===== src/rtl/fx3_stream_reader_if.sv =====
// Buffer-side and FX3-side signal bundle for fx3_stream_reader.
// The master modport belongs to the reader. The slave modport is for the buffer/FX3 side.
interface fx3_stream_reader_if;
  logic        collectData;
  logic        dataAvailable;
  logic [15:0] bufferData;
  logic        isReading;
  logic        fx3Ready;
  logic [15:0] fx3Data;
  logic        fx3Write;
  logic        transferActive;
  logic [15:0] blockCount;

  modport master (
    input  collectData, dataAvailable, bufferData, fx3Ready,
    output isReading, fx3Data, fx3Write, transferActive, blockCount
  );

  modport slave (
    output collectData, dataAvailable, bufferData, fx3Ready,
    input  isReading, fx3Data, fx3Write, transferActive, blockCount
  );
endinterface


===== src/rtl/fx3_stream_reader.sv =====
// Drains one BLOCK_WORDS block from the ping-pong buffer into the FX3 slave FIFO, throttled by fx3Ready.
// Defining FX3_TEST_PATTERN_EN replaces buffer data with a 10-bit running count. Buffer reads continue in that mode.
module fx3_stream_reader #(
  parameter int BLOCK_WORDS = 8192,
  parameter int COUNT_WIDTH = 14
) (
  input logic                 readClock,
  input logic                 reset,
  fx3_stream_reader_if.master bus
);

  typedef enum logic [2:0] {
    IDLE    = 3'd0,
    ARM     = 3'd1,
    STREAM  = 3'd2,
    DRAIN   = 3'd3,
    RELEASE = 3'd4
  } state_e;

  localparam logic [COUNT_WIDTH-1:0] LAST_COUNT = COUNT_WIDTH'(BLOCK_WORDS - 1);
  localparam logic [COUNT_WIDTH-1:0] COUNT_ONE  = COUNT_WIDTH'(1);

  state_e                 state_q, state_d;
  logic [COUNT_WIDTH-1:0] read_count_q, read_count_d;
  logic                   rd_pend_q, rd_pend_d;
  logic [15:0]            fx3_data_q, fx3_data_d;
  logic                   fx3_write_q, fx3_write_d;
  logic [15:0]            block_count_q, block_count_d;
  logic                   transfer_active_q, transfer_active_d;
  logic                   is_reading;
`ifdef FX3_TEST_PATTERN_EN
  logic [9:0]             pattern_count_q, pattern_count_d;
`endif

  always_comb begin
    state_d       = state_q;
    read_count_d  = read_count_q;
    block_count_d = block_count_q;
    is_reading    = 1'b0;
    case (state_q)
      IDLE: begin
        if (bus.collectData) state_d = ARM;
        else                 state_d = IDLE;
      end
      ARM: begin
        if (bus.dataAvailable && bus.fx3Ready) state_d = STREAM;
        else                                   state_d = ARM;
      end
      STREAM: begin
        is_reading = bus.fx3Ready;
        // The read that issues the last word of the block also ends STREAM.
        if (is_reading) begin
          if (read_count_q == LAST_COUNT) begin
            read_count_d = '0;
            state_d      = DRAIN;
          end else begin
            read_count_d = read_count_q + COUNT_ONE;
          end
        end else begin
          read_count_d = read_count_q;
        end
      end
      DRAIN: begin
        // With rd_pend clear, the last word leaves fx3_write on this edge.
        if (!rd_pend_q) begin
          block_count_d = block_count_q + 16'd1;
          state_d       = RELEASE;
        end else begin
          state_d = DRAIN;
        end
      end
      RELEASE: begin
        // Hold until the buffer drops its flag so a stale dataAvailable cannot restart us.
        if (!bus.dataAvailable) state_d = bus.collectData ? ARM : IDLE;
        else                    state_d = RELEASE;
      end
      default: begin
        state_d = IDLE;
      end
    endcase

    rd_pend_d         = is_reading;
    fx3_write_d       = rd_pend_q;
    transfer_active_d = (state_d == ARM) || (state_d == STREAM) || (state_d == DRAIN);

`ifdef FX3_TEST_PATTERN_EN
    if (rd_pend_q) begin
      fx3_data_d      = {6'b000000, pattern_count_q};
      pattern_count_d = pattern_count_q + 10'd1;
    end else begin
      fx3_data_d      = fx3_data_q;
      pattern_count_d = pattern_count_q;
    end
`else
    if (rd_pend_q) fx3_data_d = bus.bufferData;
    else           fx3_data_d = fx3_data_q;
`endif
  end

  always_ff @(posedge readClock) begin
    if (reset) begin
      state_q           <= IDLE;
      read_count_q      <= '0;
      rd_pend_q         <= 1'b0;
      fx3_data_q        <= 16'd0;
      fx3_write_q       <= 1'b0;
      block_count_q     <= 16'd0;
      transfer_active_q <= 1'b0;
`ifdef FX3_TEST_PATTERN_EN
      pattern_count_q   <= 10'd0;
`endif
    end else begin
      state_q           <= state_d;
      read_count_q      <= read_count_d;
      rd_pend_q         <= rd_pend_d;
      fx3_data_q        <= fx3_data_d;
      fx3_write_q       <= fx3_write_d;
      block_count_q     <= block_count_d;
      transfer_active_q <= transfer_active_d;
`ifdef FX3_TEST_PATTERN_EN
      pattern_count_q   <= pattern_count_d;
`endif
    end
  end

  assign bus.isReading      = is_reading;
  assign bus.fx3Data        = fx3_data_q;
  assign bus.fx3Write       = fx3_write_q;
  assign bus.transferActive = transfer_active_q;
  assign bus.blockCount     = block_count_q;

endmodule


===== src/flat_wrapper.sv =====
// flat-port wrapper written by rule: the top's interface ports become plain ports
module fx3_stream_reader_flat 
#(
  parameter int BLOCK_WORDS = 8192,
  parameter int COUNT_WIDTH = 14
)
  (readClock, reset, bus_collectData, bus_dataAvailable, bus_bufferData, bus_fx3Ready, bus_isReading, bus_fx3Data, bus_fx3Write, bus_transferActive, bus_blockCount);
  fx3_stream_reader_if bus_i ();
  input logic readClock;
  input logic reset;
  input wire logic [$bits(bus_i.collectData)-1:0] bus_collectData;
  input wire logic [$bits(bus_i.dataAvailable)-1:0] bus_dataAvailable;
  input wire logic [$bits(bus_i.bufferData)-1:0] bus_bufferData;
  input wire logic [$bits(bus_i.fx3Ready)-1:0] bus_fx3Ready;
  output wire logic [$bits(bus_i.isReading)-1:0] bus_isReading;
  output wire logic [$bits(bus_i.fx3Data)-1:0] bus_fx3Data;
  output wire logic [$bits(bus_i.fx3Write)-1:0] bus_fx3Write;
  output wire logic [$bits(bus_i.transferActive)-1:0] bus_transferActive;
  output wire logic [$bits(bus_i.blockCount)-1:0] bus_blockCount;
  assign bus_i.collectData = bus_collectData;
  assign bus_i.dataAvailable = bus_dataAvailable;
  assign bus_i.bufferData = bus_bufferData;
  assign bus_i.fx3Ready = bus_fx3Ready;
  assign bus_isReading = bus_i.isReading;
  assign bus_fx3Data = bus_i.fx3Data;
  assign bus_fx3Write = bus_i.fx3Write;
  assign bus_transferActive = bus_i.transferActive;
  assign bus_blockCount = bus_i.blockCount;
  fx3_stream_reader #(.BLOCK_WORDS(BLOCK_WORDS), .COUNT_WIDTH(COUNT_WIDTH)) u_core (.readClock(readClock), .reset(reset), .bus(bus_i));
endmodule

===== config.mk =====
export PLATFORM = sky130hd
export DESIGN_NAME = fx3_stream_reader_flat
export DESIGN_NICKNAME = d
export VERILOG_FILES = /design/src/rtl/fx3_stream_reader_if.sv /design/src/rtl/fx3_stream_reader.sv /design/src/flat_wrapper.sv
export SDC_FILE = /design/constraint.sdc
export NUM_CORES = 1
export LEC_CHECK = 0
export BUFFER_PORTS_ARGS = -buffer_cell sky130_fd_sc_hd__buf_2
export CAP_MARGIN = 30
export CELL_PAD_IN_SITES_DETAIL_PLACEMENT = 0
export CELL_PAD_IN_SITES_GLOBAL_PLACEMENT = 2
export CORE_UTILIZATION = 32
export CTS_BUF_LIST = sky130_fd_sc_hd__clkbuf_4
export DETAILED_ROUTE_END_ITERATION = 8
export PLACE_DENSITY_LB_ADDON = 0.1
export SLEW_MARGIN = 20
export SYNTH_ARGS = -nofsm -noshare
export SYNTH_HDL_FRONTEND = slang
export SYNTH_SLANG_ARGS = --single-unit
export TNS_END_PERCENT = 20

===== constraint.sdc =====
create_clock -name readClock -period 2.2 [get_ports readClock]
set_clock_uncertainty 0.1 [all_clocks]
set_input_delay 0.33 -clock readClock [delete_from_list [all_inputs] [get_ports readClock]]
set_output_delay 0.33 -clock readClock [all_outputs]
set_load 0.01 [all_outputs]

==> out/metrics.cfg, run 1 <==
[global_route]
grt_use_total = 0.142
grt_util_met2 = 0.230
grt_pass1_wl_um = 8140
grt_pass1_vias = 1725
globalRouteOverflowTotal = 0
top_usage_layer = met2
grt_max_degree = 29
antenna_found_initial = 0
use_met3 = 0.0374
gr-usage-met1 = 0.180

[critical_path]
worstPathArrival_ps = 1590
cp-start-kind = register
max_stage_delay_ps = 410
path_cells = nand4bb_1 -> buf_4 -> inv_1 -> buf_2
critPathRequiredTime_ps = 1770
crit_buf_inv = 3
slowest_stage = dfxtp_1
crit_type = register to output port
end_kind = output port
worstPathMaxFanout = 13
path_delay_family = buffers and inverters

[placement]
dpl.hpwl_um = 3380
io_buffers = 55
place_congestion = 0.737

[synthesis]
synthFlopType = dfxtp_1
synth_edf_count = 0
yosys-top-cells-count = dfxtp_1, nor2_1, nand2_1
syn_area_per_cell_um2 = 8.98
synth_top_area_cell = dfxtp_1
ys_async_sr_fraction = 0
yosysMostFrequentCell = dfxtp_1
synth_area_leaders = dfxtp_1, mux2i_1, nor2_1
synth_nets = 265
synth_cell_types = 36
synth_top_area_frac = 0.479
yosysWarningCount = 0
seq_area_frac_synth = 0.479
synth_seq_cells = 52
synthesis.instances = 242
netlist_area_um2 = 2170

[sta]
hold_slack_ps = 57.2
tightest_slew_ps = 538
drv_slew = 0
slew_headroom = 0.641
hold_violations = 0
setup_violations = 0
period_minus_slack_ps = 2020
period_share = 0.919
fin_tns_setup_ps = 0
timing.fmax_mhz = 495
rsz0062_at_grt = false

[floorplanning]
dieArea_um2 = 7130
ios = 56
die-width_um = 84.4
row_count = 29
core_area_um2 = 6460
die_y_um = 84.4
initial_core_util = 0.336

[clock_network]
clockBufferDepth = 2
clockRootBuffer = clkbuf_4
cts_tree = done
clock_latency_ps = 390
cts_buffers = 5
numClockSinks = 52
cts_htree_levels = 2
clk_pin_slew_worst_paths_ps = 180
cts_hold_buf = 0

[route]
wl_um = 4810
vias = 1884
drc = 4
via_per_inst = 4.93
avgRoutedWirePerCell_um = 12.6
drt_iter0_markers = 76
dr.pass1.iters = 6
ant_nets = 0

[power_and_ir_drop]
power_density_nw_per_um2 = 570
leakage_nw = 1.02
peakVddDrop_uv = 219

[final_layout]
drive_above_1_share = 0.256
fillerInstances = 704
area_growth_pct = 21.4
finalNetCount = 327
diodes = 0

[run_status]
failed_checks = DRC
status = finished with violations

[hold_path]
hp-class = primary input to register

[run]
drv_cap = 0

## metal layers
metal  vias up  part of all wire
li1        957                 -
met5         -                 0
met2        51              0.44
met4         0             0.016
met1       869              0.49
met3         7             0.056
## worst paths after layout
| path | start | endpoint | slack, ps | depth (start not counted) |
|---|---|---|---|---|
| worst max-delay path | u_core.state_q[0] | bus_isReading | 180 | 4 |
| worst min-delay path | bus_bufferData[3] | u_core.bus.fx3Data[3] | 60 | 3 |
| worst max register to register | u_core.state_q[0] | u_core.read_count_q[13] | 290 | 4 |
| worst min register to register | u_core.read_count_q[13] | u_core.read_count_q[13] | 400 | 2 |
## metrics by stage
stage | power (W) | utilization | worst slack, ps | area, um2 | cells
global route | 0.00158 | 0.409 | 26.8 | 2640 | 382
global placement | 0.00105 | 0.399 | 345 | 2570 | 374
floorplan | 0.00102 | - | 345 | 2170 | 242
finish | 0.00150 | 0.409 | 179 | 2640 | 382
detailed placement | 0.00105 | 0.399 | 308 | 2570 | 374
CTS | 0.00153 | 0.408 | 111 | 2640 | 382
## worst reg2reg max path: stages, from the launching register on
cell	delay, ps
dfxtp_1	410
nand4bb_1	250
or4_1	550
or3b_1	390
a21oi_1	150
## layout by cell type, fill, tap and decap left out, drive strengths merged, types with 3 or more instances in the layout
cell type / netlist / layout
nand4b: 3 / 3
nor3: 8 / 8
buf: 4 / 65
clkbuf: 6 / 5
or3: 5 / 5
inv: 6 / 8
nand3: 6 / 6
xnor2: 14 / 14
nor4: 7 / 7
o21ai: 6 / 6
nor2: 42 / 42
nand4: 6 / 6
mux2i: 16 / 16
nand2: 20 / 20
dfxtp: 52 / 52
xor2: 6 / 6
or4: 3 / 3
a21oi: 11 / 11
## final cells by class
class                      count  area (um2)  area share
sequential                    52        1040       0.395
clock inverter                 3        25.0     0.00948
clock buffer                   5        37.5      0.0142
multi-input combinational    174        1060       0.404
inverter                       6        22.5     0.00853
timing repair buffer          65         350       0.133
tap                           77        96.3      0.0365
## power by group
group	internal, W	switching, W
logic	0.0000341	0.0000405
registers	0.000951	0.00000808
clock network	0.000133	0.000336
## cells by family (layout without fill, tap and decap cells)
kind of cell	after synthesis	in the layout	share of synthesized area
AOI/OAI and AO/OA	25	25	0.0674
xor gates and xnor gates	20	20	0.0806
adders and majority gates	2	2	0.0115
buffers and inverters	16	79	0.0311
DFF	52	52	0.479
muxes	16	16	0.0737
and+or+nand+nor	111	111	0.257
## repair_timing
action | CTS | global route
gates resized for setup | 0 | 1
endpoints found under the setup margin | 0 | 1
setup buffers | 0 | 0
endpoints found under the hold margin | 0 | 0
## registers in the layout (all words and copies together) (netlist names)
signal                     cells
u_core.bus.blockCount         16
u_core.bus.fx3Data            16
u_core.bus.fx3Write            1
u_core.bus.transferActive      1
u_core.fx3_write_d             1
u_core.read_count_q           14
u_core.state_q                 3
Power figures use the tool's default switching activity.
==> run 2: changes to the inputs <==
--- a/config.mk
+++ b/config.mk
@@ -9,7 +9,7 @@
 export CAP_MARGIN = 30
 export CELL_PAD_IN_SITES_DETAIL_PLACEMENT = 0
 export CELL_PAD_IN_SITES_GLOBAL_PLACEMENT = 2
-export CORE_UTILIZATION = 32
+export CORE_UTILIZATION = 34
 export CTS_BUF_LIST = sky130_fd_sc_hd__clkbuf_4
 export DETAILED_ROUTE_END_ITERATION = 8
 export PLACE_DENSITY_LB_ADDON = 0.1
==> constraint.sdc (replaced) <==
create_clock -name readClock -period 2.5 [get_ports readClock]
set_clock_uncertainty 0.1 [all_clocks]
set_input_delay 0.375 -clock readClock [delete_from_list [all_inputs] [get_ports readClock]]
set_output_delay 0.375 -clock readClock [all_outputs]
set_load 0.01 [all_outputs]
==> run 2 against run 1 <==
The flow now finishes without violations. Clock-buffer cell count did not move. Routed wire length down 4.4%. Hold slack better by 81 ps. Register-to-register slack better by 190 ps. Die area down 5.7%. Largest cell class unchanged. Cell count down 1.8%.
==> out/metrics.cfg, run 2 (synthesized netlist as in run 1, its figures left out) <==
[global_route]
globalRouteOverflowTotal = 0  ; unchanged
grt_pass1_vias = 1617  ; -6.3%
antenna_found_initial = 0  ; unchanged
grt_pass1_wl_um = 7600  ; -6.7%
grt_use_total = 0.147  ; +0.00512
grt_max_degree = 29  ; unchanged

[hold_path]
hp-class = primary input to register

[clock_network]
cts_htree_levels = 2  ; unchanged
clockRootBuffer = clkbuf_4
ctsResizeCount = 0  ; unchanged
cts_hold_buf = 0  ; unchanged
cts_setup_buffers = 0  ; unchanged
cts_tree = done
clockBufferDepth = 2  ; unchanged
cts_buffers = 5  ; unchanged
clock_latency_ps = 360  ; -30 ps
clk_pin_slew_worst_paths_ps = 150  ; -30 ps
numClockSinks = 52  ; unchanged

[critical_path]
critPathRequiredTime_ps = 2650  ; +880 ps
cp-start-kind = register
end_kind = register
worstPathMaxFanout = 10  ; -3
worstPathArrival_ps = 2170  ; +580 ps
crit_type = register to register

[final_layout]
layout.cells.most_common = buf_2
area_growth_pct = 19.3
diodes = 0  ; unchanged
layout_common_cells = buf_2, dfxtp_1, nor2_1
finalNetCount = 323  ; -1.2%
fillerInstances = 626  ; -11%
drive_above_1_share = 0.240  ; -0.0157
fin_util = 0.430  ; +0.0217

[route]
dr.pass1.iters = 4  ; -2
vias = 1861  ; -1.2%
drc = 0  ; -4
via_per_inst = 4.96  ; +0.62%
drt_iter0_markers = 75  ; -1.3%
ant_nets = 0  ; unchanged
avgRoutedWirePerCell_um = 12.3  ; -2.6%
wl_um = 4600  ; -4.4%

[placement]
place_congestion = 0.786  ; +6.7%
io_buffers = 55  ; unchanged
dpl.hpwl_um = 3280  ; -2.9%

[floorplanning]
core_area_um2 = 6030  ; -6.7%
die-width_um = 82.0  ; -2.9%
die_y_um = 82.0  ; -2.9%
initial_core_util = 0.361  ; +0.0242
dieArea_um2 = 6720  ; -5.7%
row_count = 28  ; -3.4%
ios = 56  ; unchanged

[power_and_ir_drop]
peakVddDrop_uv = 197  ; -10%
leakage_nw = 0.994  ; -2.4%
power_w = 0.00126  ; -16%
power_density_nw_per_um2 = 488  ; -14%

[sta]
setup_violations = 0  ; unchanged
slew_headroom = 0.596  ; -0.0450
tightest_slew_ps = 600  ; +62.0 ps
hold_violations = 0  ; unchanged
drv_slew = 0  ; unchanged
timing.fmax_mhz = 496
period_minus_slack_ps = 2020
period_share = 0.807
fin_tns_setup_ps = 0  ; unchanged
rsz0062_at_grt = false

[run]
drv_cap = 0  ; unchanged

[run_status]
status = finished, final reports clean

-- run 2: cell count changes in the layout (fill, tap and decap cells not counted) --
| cell | change |
|---|---|
| inv_6 | -2 |
| dfxtp_2 | -1 |
| buf_4 | -4 |
| dfxtp_1 | +1 |
| clkinv_2 | +1 |
-- run 2: final cells by class --
type,count,area [um2],area share
clock inverters,2,12.5,0.00483
multi-input cells,174,1060,0.411
well taps,75,93.8,0.0362
flip-flops and latches,52,1040,0.402
inverters,6,22.5,0.00869
repair buffers,61,320,0.124
clock buffers,5,37.5,0.0145
-- run 2: worst max-delay path, stage by stage, from the launching register on --
cell and delay (ps):
dfxtp_1 460, ha_1 200, nand3_1 200, nor4_1 330, buf_4 200, a21o_1 320, nor2_1 90
-- run 2: routing by layer --
| metal | wire, um | global-route usage |
|---|---|---|
| met3 | 249 | 0.0411 |
| met5 | 0 | 0 |
| met4 | 32 | 0.0526 |
| met2 | 2110 | 0.224 |
| met1 | 2210 | 0.197 |
-- run 2: power by group --
group	switching [W]	internal, W	leakage, nW
Clock	0.000256	0.000103	0.0271
Sequential	0.00000694	0.000836	0.419
Combinational	0.0000342	0.0000280	0.548
Total	0.000297	0.000967	0.994
-- run 2: metrics by stage --
step                setup slack [ps]  std cells  hold WS (ps)  area (um2)
floorplan                        645        242           343        2170
global placement                 555        368           357        2540
detailed placement               545        368           365        2540
CTS                              446        375           107        2590
global route                     340        375           106        2590
finish                           482        375           138        2590
-- run 2: worst paths after layout --
| check | slack, ps | start | endpoint | depth (start not counted) |
|---|---|---|---|---|
| worst max register to register | 480 | u_core.read_count_q[0] | u_core.read_count_q[9] | 6 |
| worst max-delay path | 480 | u_core.read_count_q[0] | u_core.read_count_q[9] | 6 |
| worst min register to register | 390 | u_core.read_count_q[13] | u_core.read_count_q[13] | 2 |
| worst min-delay path | 140 | bus_bufferData[11] | u_core.bus.fx3Data[11] | 3 |
